<file path="config.mk">
export PLATFORM = sky130hd
export DESIGN_NAME = hc595_scan_ctrl_flat
export DESIGN_NICKNAME = d
export VERILOG_FILES = /design/src/rtl/hc595_scan_ctrl_pkg.sv /design/src/rtl/hc595_scan_ctrl_if.sv /design/src/rtl/hc595_scan_ctrl_seg7_decode.sv /design/src/rtl/hc595_scan_ctrl.sv /design/src/flat_wrapper.sv
export SDC_FILE = /design/constraint.sdc
export NUM_CORES = 1
export LEC_CHECK = 0
export BUFFER_PORTS_ARGS = -buffer_cell sky130_fd_sc_hd__buf_4
export CAP_MARGIN = 40
export CORE_ASPECT_RATIO = 1.75
export CORE_UTILIZATION = 60
export CTS_CLUSTER_DIAMETER = 200
export CTS_CLUSTER_SIZE = 30
export DETAILED_ROUTE_END_ITERATION = 12
export GPL_TIMING_DRIVEN = 0
export MAX_ROUTING_LAYER = met4
export PLACE_DENSITY = 0.78
export RECOVER_POWER = 25
export SLEW_MARGIN = 20
export SYNTH_ARGS = -nofsm -noshare
export SYNTH_HDL_FRONTEND = slang
export SYNTH_SLANG_ARGS = --single-unit
</file>
<file path="constraint.sdc">
create_clock -name clk -period 3.6 [get_ports clk]
set_input_delay 0 -clock clk [delete_from_list [all_inputs] [get_ports clk]]
set_output_delay 0 -clock clk [all_outputs]
set_load 0.005 [all_outputs]
</file>
<file path="src/rtl/hc595_scan_ctrl_pkg.sv">
// Shared definitions for the 74HC595 display scan controller: frame geometry,
// the common-anode segment table and the scan FSM encoding.
`timescale 1ns/1ps
package hc595_pkg;

    localparam int FRAME_W   = 14;
    localparam int DIGIT_NUM = 6;

    // Common-anode, active-low: bit7 = dp, bits6..0 = g..a
    localparam logic [7:0] SEG_CODE [16] = '{
        8'hC0, 8'hF9, 8'hA4, 8'hB0, 8'h99, 8'h92, 8'h82, 8'hF8,
        8'h80, 8'h90, 8'h88, 8'h83, 8'hC6, 8'hA1, 8'h86, 8'h8E
    };
    localparam logic [7:0] SEG_BLANK = 8'hFF;

    typedef enum logic [1:0] {
        ST_IDLE  = 2'd0,
        ST_LOAD  = 2'd1,
        ST_SHIFT = 2'd2,
        ST_LATCH = 2'd3
    } scan_state_e;

    // Shift frame is {seg, one-hot select}; sel[0] leaves the shifter last.
    function automatic logic [FRAME_W-1:0] make_frame(input logic [7:0] seg,
                                                      input logic [2:0] digit);
        logic [DIGIT_NUM-1:0] sel;
        sel = {{(DIGIT_NUM-1){1'b0}}, 1'b1} << digit;
        return {seg, sel};
    endfunction

endpackage

</file>
<file path="src/rtl/hc595_scan_ctrl_if.sv">
// Display-side bundle: packed digits and display controls in, 595 pin drive out.
`timescale 1ns/1ps
interface hc595_scan_ctrl_if;
    import hc595_pkg::*;

    logic [4*DIGIT_NUM-1:0] disp_data;
    logic [DIGIT_NUM-1:0]   point;
    logic                   lz_en;
    logic                   en;
    logic                   ds;
    logic                   shcp;
    logic                   stcp;
    logic                   oe_n;
    logic                   busy;

    modport master (
        output disp_data, point, lz_en, en,
        input  ds, shcp, stcp, oe_n, busy
    );

    modport slave (
        input  disp_data, point, lz_en, en,
        output ds, shcp, stcp, oe_n, busy
    );

endinterface

</file>
<file path="src/rtl/hc595_scan_ctrl_seg7_decode.sv">
// Combinational hex-to-segment decoder for a common-anode digit with
// decimal point and blanking.
`timescale 1ns/1ps
module seg7_decode
    import hc595_pkg::*;
(
    input  logic [3:0] value,
    input  logic       dp,
    input  logic       blank,
    output logic [7:0] seg
);

    // Blank wins over the decimal point so a suppressed digit is fully dark.
    always_comb begin
        seg = SEG_BLANK;
        if (blank) begin
            seg = SEG_BLANK;
        end else begin
            seg = {SEG_CODE[value][7] & ~dp, SEG_CODE[value][6:0]};
        end
    end

endmodule

</file>
<file path="src/rtl/hc595_scan_ctrl.sv">
// Time-multiplexes six packed digits onto two cascaded 74HC595s: one 14-bit
// {seg, sel} frame is shifted out and latched per scan slot.
`timescale 1ns/1ps
module hc595_scan_ctrl
    import hc595_pkg::*;
#(
    parameter int CLK_DIV      = 2,
    parameter int SCAN_CNT_MAX = 49_999
) (
    input  logic               clk,
    input  logic               reset_n,
    hc595_scan_ctrl_if.slave   bus
);

    localparam int                SCAN_W     = $clog2(SCAN_CNT_MAX + 1);
    localparam logic [SCAN_W-1:0] SCAN_LAST  = SCAN_W'(SCAN_CNT_MAX);
    localparam int                DIV_W      = (CLK_DIV > 1) ? $clog2(CLK_DIV) : 1;
    localparam logic [DIV_W-1:0]  DIV_LAST   = DIV_W'(CLK_DIV - 1);
    localparam logic [3:0]        BIT_LAST   = 4'(FRAME_W - 1);
    localparam logic [2:0]        DIGIT_LAST = 3'(DIGIT_NUM - 1);

    scan_state_e                  state_r;
    logic [SCAN_W-1:0]            scan_cnt_r;
    logic                         scan_tick_s;
    logic [2:0]                   digit_r;
    logic [DIV_W-1:0]             div_cnt_r;
    logic [3:0]                   bit_cnt_r;
    logic [FRAME_W-1:0]           shift_r;
    logic                         ds_r;
    logic                         shcp_r;
    logic                         stcp_r;
    logic                         oe_n_r;
    logic                         busy_r;
    logic                         latched_once_r;
    logic [4*DIGIT_NUM-1:0]       snap_data_r;
    logic [DIGIT_NUM-1:0]         snap_point_r;
    logic                         snap_lz_r;

    logic [4*DIGIT_NUM-1:0]       eff_data_s;
    logic [DIGIT_NUM-1:0]         eff_point_s;
    logic                         eff_lz_s;
    logic [3:0]                   digit_val_s;
    logic                         dp_s;
    logic                         higher_zero_s;
    logic                         blank_s;
    logic [7:0]                   seg_s;
    logic [FRAME_W-1:0]           frame_s;

    // Free-running slot counter; the tick marks the last cycle of each slot.
    always_ff @(posedge clk or negedge reset_n) begin
        if (!reset_n) begin
            scan_cnt_r <= '0;
        end else if (scan_cnt_r == SCAN_LAST) begin
            scan_cnt_r <= '0;
        end else begin
            scan_cnt_r <= scan_cnt_r + 1'b1;
        end
    end

    assign scan_tick_s = (scan_cnt_r == SCAN_LAST);

    // Digit 0 reads live inputs (and snapshots them); the rest use that snapshot.
    always_comb begin
        eff_data_s  = snap_data_r;
        eff_point_s = snap_point_r;
        eff_lz_s    = snap_lz_r;
        if (digit_r == 3'd0) begin
            eff_data_s  = bus.disp_data;
            eff_point_s = bus.point;
            eff_lz_s    = bus.lz_en;
        end else begin
            eff_data_s  = snap_data_r;
            eff_point_s = snap_point_r;
            eff_lz_s    = snap_lz_r;
        end
    end

    // A digit is blank when it and every more significant digit are zero.
    always_comb begin
        higher_zero_s = 1'b1;
        for (int i = 0; i < DIGIT_NUM; i++) begin
            if ((3'(i) >= digit_r) && (eff_data_s[i*4 +: 4] != 4'h0)) begin
                higher_zero_s = 1'b0;
            end else begin
                higher_zero_s = higher_zero_s;
            end
        end
        blank_s = eff_lz_s && (digit_r != 3'd0) && higher_zero_s;
    end

    assign digit_val_s = eff_data_s[{digit_r, 2'b00} +: 4];
    assign dp_s        = eff_point_s[digit_r];

    seg7_decode u_seg7_decode (
        .value (digit_val_s),
        .dp    (dp_s),
        .blank (blank_s),
        .seg   (seg_s)
    );

    assign frame_s = make_frame(seg_s, digit_r);

    // Scan FSM: load a frame, shift it MSB first on SHCP, then pulse STCP.
    always_ff @(posedge clk or negedge reset_n) begin
        if (!reset_n) begin
            state_r        <= ST_IDLE;
            digit_r        <= 3'd0;
            div_cnt_r      <= '0;
            bit_cnt_r      <= 4'd0;
            shift_r        <= '0;
            ds_r           <= 1'b0;
            shcp_r         <= 1'b0;
            stcp_r         <= 1'b0;
            busy_r         <= 1'b0;
            latched_once_r <= 1'b0;
            snap_data_r    <= '0;
            snap_point_r   <= '0;
            snap_lz_r      <= 1'b0;
        end else begin
            case (state_r)
                ST_IDLE: begin
                    if (scan_tick_s && bus.en) begin
                        state_r <= ST_LOAD;
                        busy_r  <= 1'b1;
                    end
                end
                ST_LOAD: begin
                    if (digit_r == 3'd0) begin
                        snap_data_r  <= bus.disp_data;
                        snap_point_r <= bus.point;
                        snap_lz_r    <= bus.lz_en;
                    end
                    shift_r   <= {frame_s[FRAME_W-2:0], 1'b0};
                    ds_r      <= frame_s[FRAME_W-1];
                    shcp_r    <= 1'b0;
                    div_cnt_r <= '0;
                    bit_cnt_r <= 4'd0;
                    state_r   <= ST_SHIFT;
                end
                ST_SHIFT: begin
                    if (div_cnt_r == DIV_LAST) begin
                        div_cnt_r <= '0;
                        if (!shcp_r) begin
                            shcp_r <= 1'b1;
                        end else if (bit_cnt_r == BIT_LAST) begin
                            shcp_r  <= 1'b0;
                            ds_r    <= 1'b0;
                            stcp_r  <= 1'b1;
                            state_r <= ST_LATCH;
                        end else begin
                            shcp_r    <= 1'b0;
                            ds_r      <= shift_r[FRAME_W-1];
                            shift_r   <= {shift_r[FRAME_W-2:0], 1'b0};
                            bit_cnt_r <= bit_cnt_r + 4'd1;
                        end
                    end else begin
                        div_cnt_r <= div_cnt_r + 1'b1;
                    end
                end
                ST_LATCH: begin
                    if (div_cnt_r == DIV_LAST) begin
                        div_cnt_r      <= '0;
                        stcp_r         <= 1'b0;
                        busy_r         <= 1'b0;
                        latched_once_r <= 1'b1;
                        digit_r        <= (digit_r == DIGIT_LAST) ? 3'd0 : digit_r + 3'd1;
                        state_r        <= ST_IDLE;
                    end else begin
                        div_cnt_r <= div_cnt_r + 1'b1;
                    end
                end
                default: begin
                    state_r <= ST_IDLE;
                end
            endcase
        end
    end

    // Keep the outputs dark until a valid frame has been latched.
    always_ff @(posedge clk or negedge reset_n) begin
        if (!reset_n) begin
            oe_n_r <= 1'b1;
        end else if (latched_once_r) begin
            oe_n_r <= ~bus.en;
        end else begin
            oe_n_r <= 1'b1;
        end
    end

    assign bus.ds   = ds_r;
    assign bus.shcp = shcp_r;
    assign bus.stcp = stcp_r;
    assign bus.oe_n = oe_n_r;
    assign bus.busy = busy_r;

endmodule

</file>
<file path="src/flat_wrapper.sv">
// flat-port wrapper written by rule: the top's interface ports become plain ports
module hc595_scan_ctrl_flat import hc595_pkg::*;
#(
    parameter int CLK_DIV      = 2,
    parameter int SCAN_CNT_MAX = 49_999
)
  (clk, reset_n, bus_disp_data, bus_point, bus_lz_en, bus_en, bus_ds, bus_shcp, bus_stcp, bus_oe_n, bus_busy);
  hc595_scan_ctrl_if bus_i ();
  input  logic clk;
  input  logic reset_n;
  input wire logic [$bits(bus_i.disp_data)-1:0] bus_disp_data;
  input wire logic [$bits(bus_i.point)-1:0] bus_point;
  input wire logic [$bits(bus_i.lz_en)-1:0] bus_lz_en;
  input wire logic [$bits(bus_i.en)-1:0] bus_en;
  output wire logic [$bits(bus_i.ds)-1:0] bus_ds;
  output wire logic [$bits(bus_i.shcp)-1:0] bus_shcp;
  output wire logic [$bits(bus_i.stcp)-1:0] bus_stcp;
  output wire logic [$bits(bus_i.oe_n)-1:0] bus_oe_n;
  output wire logic [$bits(bus_i.busy)-1:0] bus_busy;
  assign bus_i.disp_data = bus_disp_data;
  assign bus_i.point = bus_point;
  assign bus_i.lz_en = bus_lz_en;
  assign bus_i.en = bus_en;
  assign bus_ds = bus_i.ds;
  assign bus_shcp = bus_i.shcp;
  assign bus_stcp = bus_i.stcp;
  assign bus_oe_n = bus_i.oe_n;
  assign bus_busy = bus_i.busy;
  hc595_scan_ctrl #(.CLK_DIV(CLK_DIV), .SCAN_CNT_MAX(SCAN_CNT_MAX)) u_core (.clk(clk), .reset_n(reset_n), .bus(bus_i));
endmodule
</file>
==> impl_metrics.csv <==
group,metric,value,unit
cells_and_area,area_growth,22.99,%
floorplanning,rows,40,
worst_setup_path,reg2regPathDepth,16,
cells_and_area,diodes,0,
yosys,syn_inst,401,
pwr,p_leak,2.408,nW
cells_and_area,layout_commonest_cell,"dfrtp_1",
place,place_congestion,0.9050,
global_route,grt_pass1_wl,16730,um
pwr,p_sw,405.5,uW
worst_setup_path,endpoint_kind,"flop",
routing,firstDrtPassIters,4,
cells_and_area,multi_input_area,2231,um^2
floorplanning,io_pins,39,
pwr,power_frac_seq,47.6,%
cells_and_area,design_area,5309,um^2
cts,numCtsBuffers,9,
worst_setup_path,slowest_stage,"dfrtp_1",
timing,period_minus_slack,3397,ps
timing,slew_headroom,-12.03,%
cells_and_area,drive_gt1_share,23.98,%
yosys,synth_ff_type,"dfrtp_1",
routing,ant_nets,0,
global_route,grt_pass1_vias,3597,
global_route,grt_max_degree,45,
worst_setup_path,crit_path_max_incr_delay,460,ps
yosys,synth_seq_cells,76,
place,port_buffers,38,
yosys,syn_area,4317,um^2
pwr,p_comb_share,8.0,%
routing,routed_via_density,5.962,
floorplanning,die_h,114.2,um
timing,fmax,294.4,MHz
place,dp_hpwl,7223,um
hold_path,worst_hold_path_type,"in -> reg",
timing,hold_viol,0,
routing,post_drt_wl_per_cell,17.82,um
run_status,violations,"capacitance limit, slew limit",
pwr,swShare,21.80,%
place,place_area,4727,um^2
yosys,yosys-top-cells-area,"dfrtp_1 (43%), mux2_2 (9.7%), ha_1 (4.9%)",
cts,clockBufferDepth,2,
cts,cts_setup_buffers,0,
yosys,synth_fp_nets,452,
cts,htree_levels,3,
cts,cts-root-buf,"clkbuf_16",
routing,drc_errors,0,
timing,finalSetupTns,0,ps
timing,slew_viol_final,34,
pwr,power.share.clock,44.4,%
worst_setup_path,reg2reg_slack,200,ps
timing,hold_slack,349.0,ps
worst_setup_path,crit_path_start,"u_core.digit_r[0]$_DFFE_PN0P_",
worst_setup_path,startpoint_type,"flop",
yosys,postSynthAreaPerCell,10.76,um^2
place,place_ws,241.2,ps
routing,drt-total-wl,10190,um
cts,clk_pin_slew,50,ps
cells_and_area,nFillCells,472,
worst_setup_path,crit_path_max_fanout,10,
yosys,synth_cell_types,63,
cts,clkSinkCount,76,
timing,period_share,94.36,%
worst_setup_path,r2r_end,"u_core.shift_r[9]$_DFFE_PN0P_",
worst_setup_path,cp.required,3860,ps
worst_setup_path,cp_cell_sequence,"buf_4, inv_1, ha_1, buf_6, buf_6, buf_6, mux2i_1, o22ai_1, a211oi_4, inv_1, ha_1, inv_1, nand4_1, o22ai_1, a21oi_1, a21oi_1",
routing,vias,3410,
pwr,irDropWorstVdd,294.5,uV
cells_and_area,nets,535,
routing,drtIter0Drc,179,
pwr,power_density,350.3,nW/um^2
yosys,yosysTopAreaCell,"dfrtp_1",
timing,finalSetupViolCount,0,
worst_setup_path,crit_type,"reg -> reg",
yosys,seq_area_frac_synth,44.09,%
timing,tightest_slew,1680,ps
cts,cts_tree,"yes",
worst_setup_path,timing.rr.start,"u_core.digit_r[0]$_DFFE_PN0P_",
run_status,status,"finished with violations",
timing,fin_ws,202.9,ps
floorplanning,fp.coreArea,6907,um^2
floorplanning,die_w,66.12,um
global_route,grtUsageTotal,30.74,%
timing,grt_setup_unrepaired,"no",
cells_and_area,regArea,1903,um^2
global_route,grt_antenna_before_repair,0,
yosys,ys_warn_count,0,
floorplanning,initial_core_util,62.50,%
cells_and_area,layout_common_cells,"dfrtp_1 (75), buf_4 (39), mux2_2 (37)",
yosys,synth_edf_count,0,
worst_setup_path,crit_end,"u_core.shift_r[9]$_DFFE_PN0P_",
pwr,p_int,1.454,mW
worst_setup_path,crit_arrival,3660,ps
yosys,async_reset_ff_share,100.0,%
floorplanning,dieArea,7551,um^2
cts,clk_latency,340,ps
global_route,overflow,0,
yosys,synth_top_area_share,43.48,%
job,maxCapViolations,1,
timing,finalClockSkew,6.144,ps
cell usage after synthesis, drive strengths merged (5+ instances only):
library cell and count:
a21oi 15, and3 7, buf 15, clkbuf 5, dfrtp 75, ha 17
inv 13, mux2 38, mux2i 21, nand2 28, nand3 14, nand3b 7
nand4 6, nor2 32, nor4 8, o21ai 18, o22ai 6, xnor2 8
xor2 10
logic make-up (layout without fill, tap and decap cells):
family	count (synthesis)	count (layout)	synth area share [%]
xor+xnor	18	18	3.652
compound gates	71	71	11.77
simple gates	125	125	15.42
fa+ha+maj	17	17	4.927
mux	61	61	15.91
buf+inv	33	120	4.232
flops	76	76	44.09
per-stage QoR:
| stage | power [mW] | instances | utilization (%) |
|---|---|---|---|
| after floorplan | 0.9523 | 401 | - |
| after CTS | 1.871 | 572 | 77.14 |
| after global placement | 1.015 | 523 | 68.15 |
| after detailed placement | 1.021 | 524 | 68.44 |
| final | 1.860 | 572 | 76.87 |
| after global routing | 1.926 | 572 | 76.87 |
how the worst min path moves through the flow:
| stage | from | endpoint | slack (ps) | depth (start not counted) |
|---|---|---|---|---|
| 3_3_place_gp | bus_en | u_core.bus.oe_n$_DFF_PN1_ | 150 | 2 |
| 6_report | bus_en | u_core.bus.oe_n$_DFF_PN1_ | 350 | 3 |
| 2_1_floorplan | reset_n | u_core.bit_cnt_r[0]$_DFFE_PN0P_ | -300 | 0 |
| 4_1_cts | reset_n | u_core.state_r[1]$_DFFE_PN0P_ | 150 | 2 |
| 3_5_place_dp | reset_n | u_core.state_r[1]$_DFFE_PN0P_ | -30 | 1 |
| 5_1_grt | bus_en | u_core.bus.oe_n$_DFF_PN1_ | 370 | 3 |
critical path: cells and delay by family, from the launching register on:
family	cells	cell delay [ps]
buffers and inverters	7	1080
DFF	1	460
adders and majority gates	2	420
AOI/OAI and AO/OA	5	970
muxes	1	260
and+or+nand+nor	1	120
layer usage:
layer	global-route usage, %	part of all wire, %
met3	6.375	3.0
met1	32.00	38
met4	17.59	4.6
met2	52.38	54
met5	-	0
final cells by class:
cell class | instances | area share [%]
Tap cell | 84 | 1.980
Timing Repair Buffer | 72 | 11.62
Buffer | 20 | 2.522
Clock inverter | 2 | 0.1885
Inverter | 13 | 0.9192
Sequential cell | 76 | 35.85
Clock buffer | 13 | 4.902
Multi-Input combinational cell | 292 | 42.02
sequential cells by signal, summed over array words and instances, names as in the netlist:
signal and flops:
u_core.div_cnt_r 1, u_core.bus.busy 1, u_core.bit_cnt_r 4, u_core.latched_once_r 1, u_core.state_r 2, u_core.bus.oe_n 1, u_core.bus.stcp 1, u_core.scan_cnt_r 16
u_core.shift_r 13, u_core.snap_lz_r 1, u_core.bus.ds 1, u_core.digit_r 3, u_core.snap_point_r 6, u_core.bus.shcp 1, u_core.snap_data_r 24
repair_timing:
action                                 in CTS  in global routing
hold buffers                               33                  0
setup endpoints to repair                   0                  1
endpoints found under the hold margin      91                  0
resized for setup                           0                  0
power by group through the flow:
stage | sequential, mW | clock (mW) | combinational [mW]
global route | 0.888 | 0.876 | 0.162
CTS | 0.886 | 0.835 | 0.150
global placement | 0.900 | 0 | 0.115
finish | 0.886 | 0.826 | 0.148
detailed placement | 0.900 | 0 | 0.121
floorplan | 0.896 | 0 | 0.0564
Note: power is estimated with default switching activity, not from simulation.
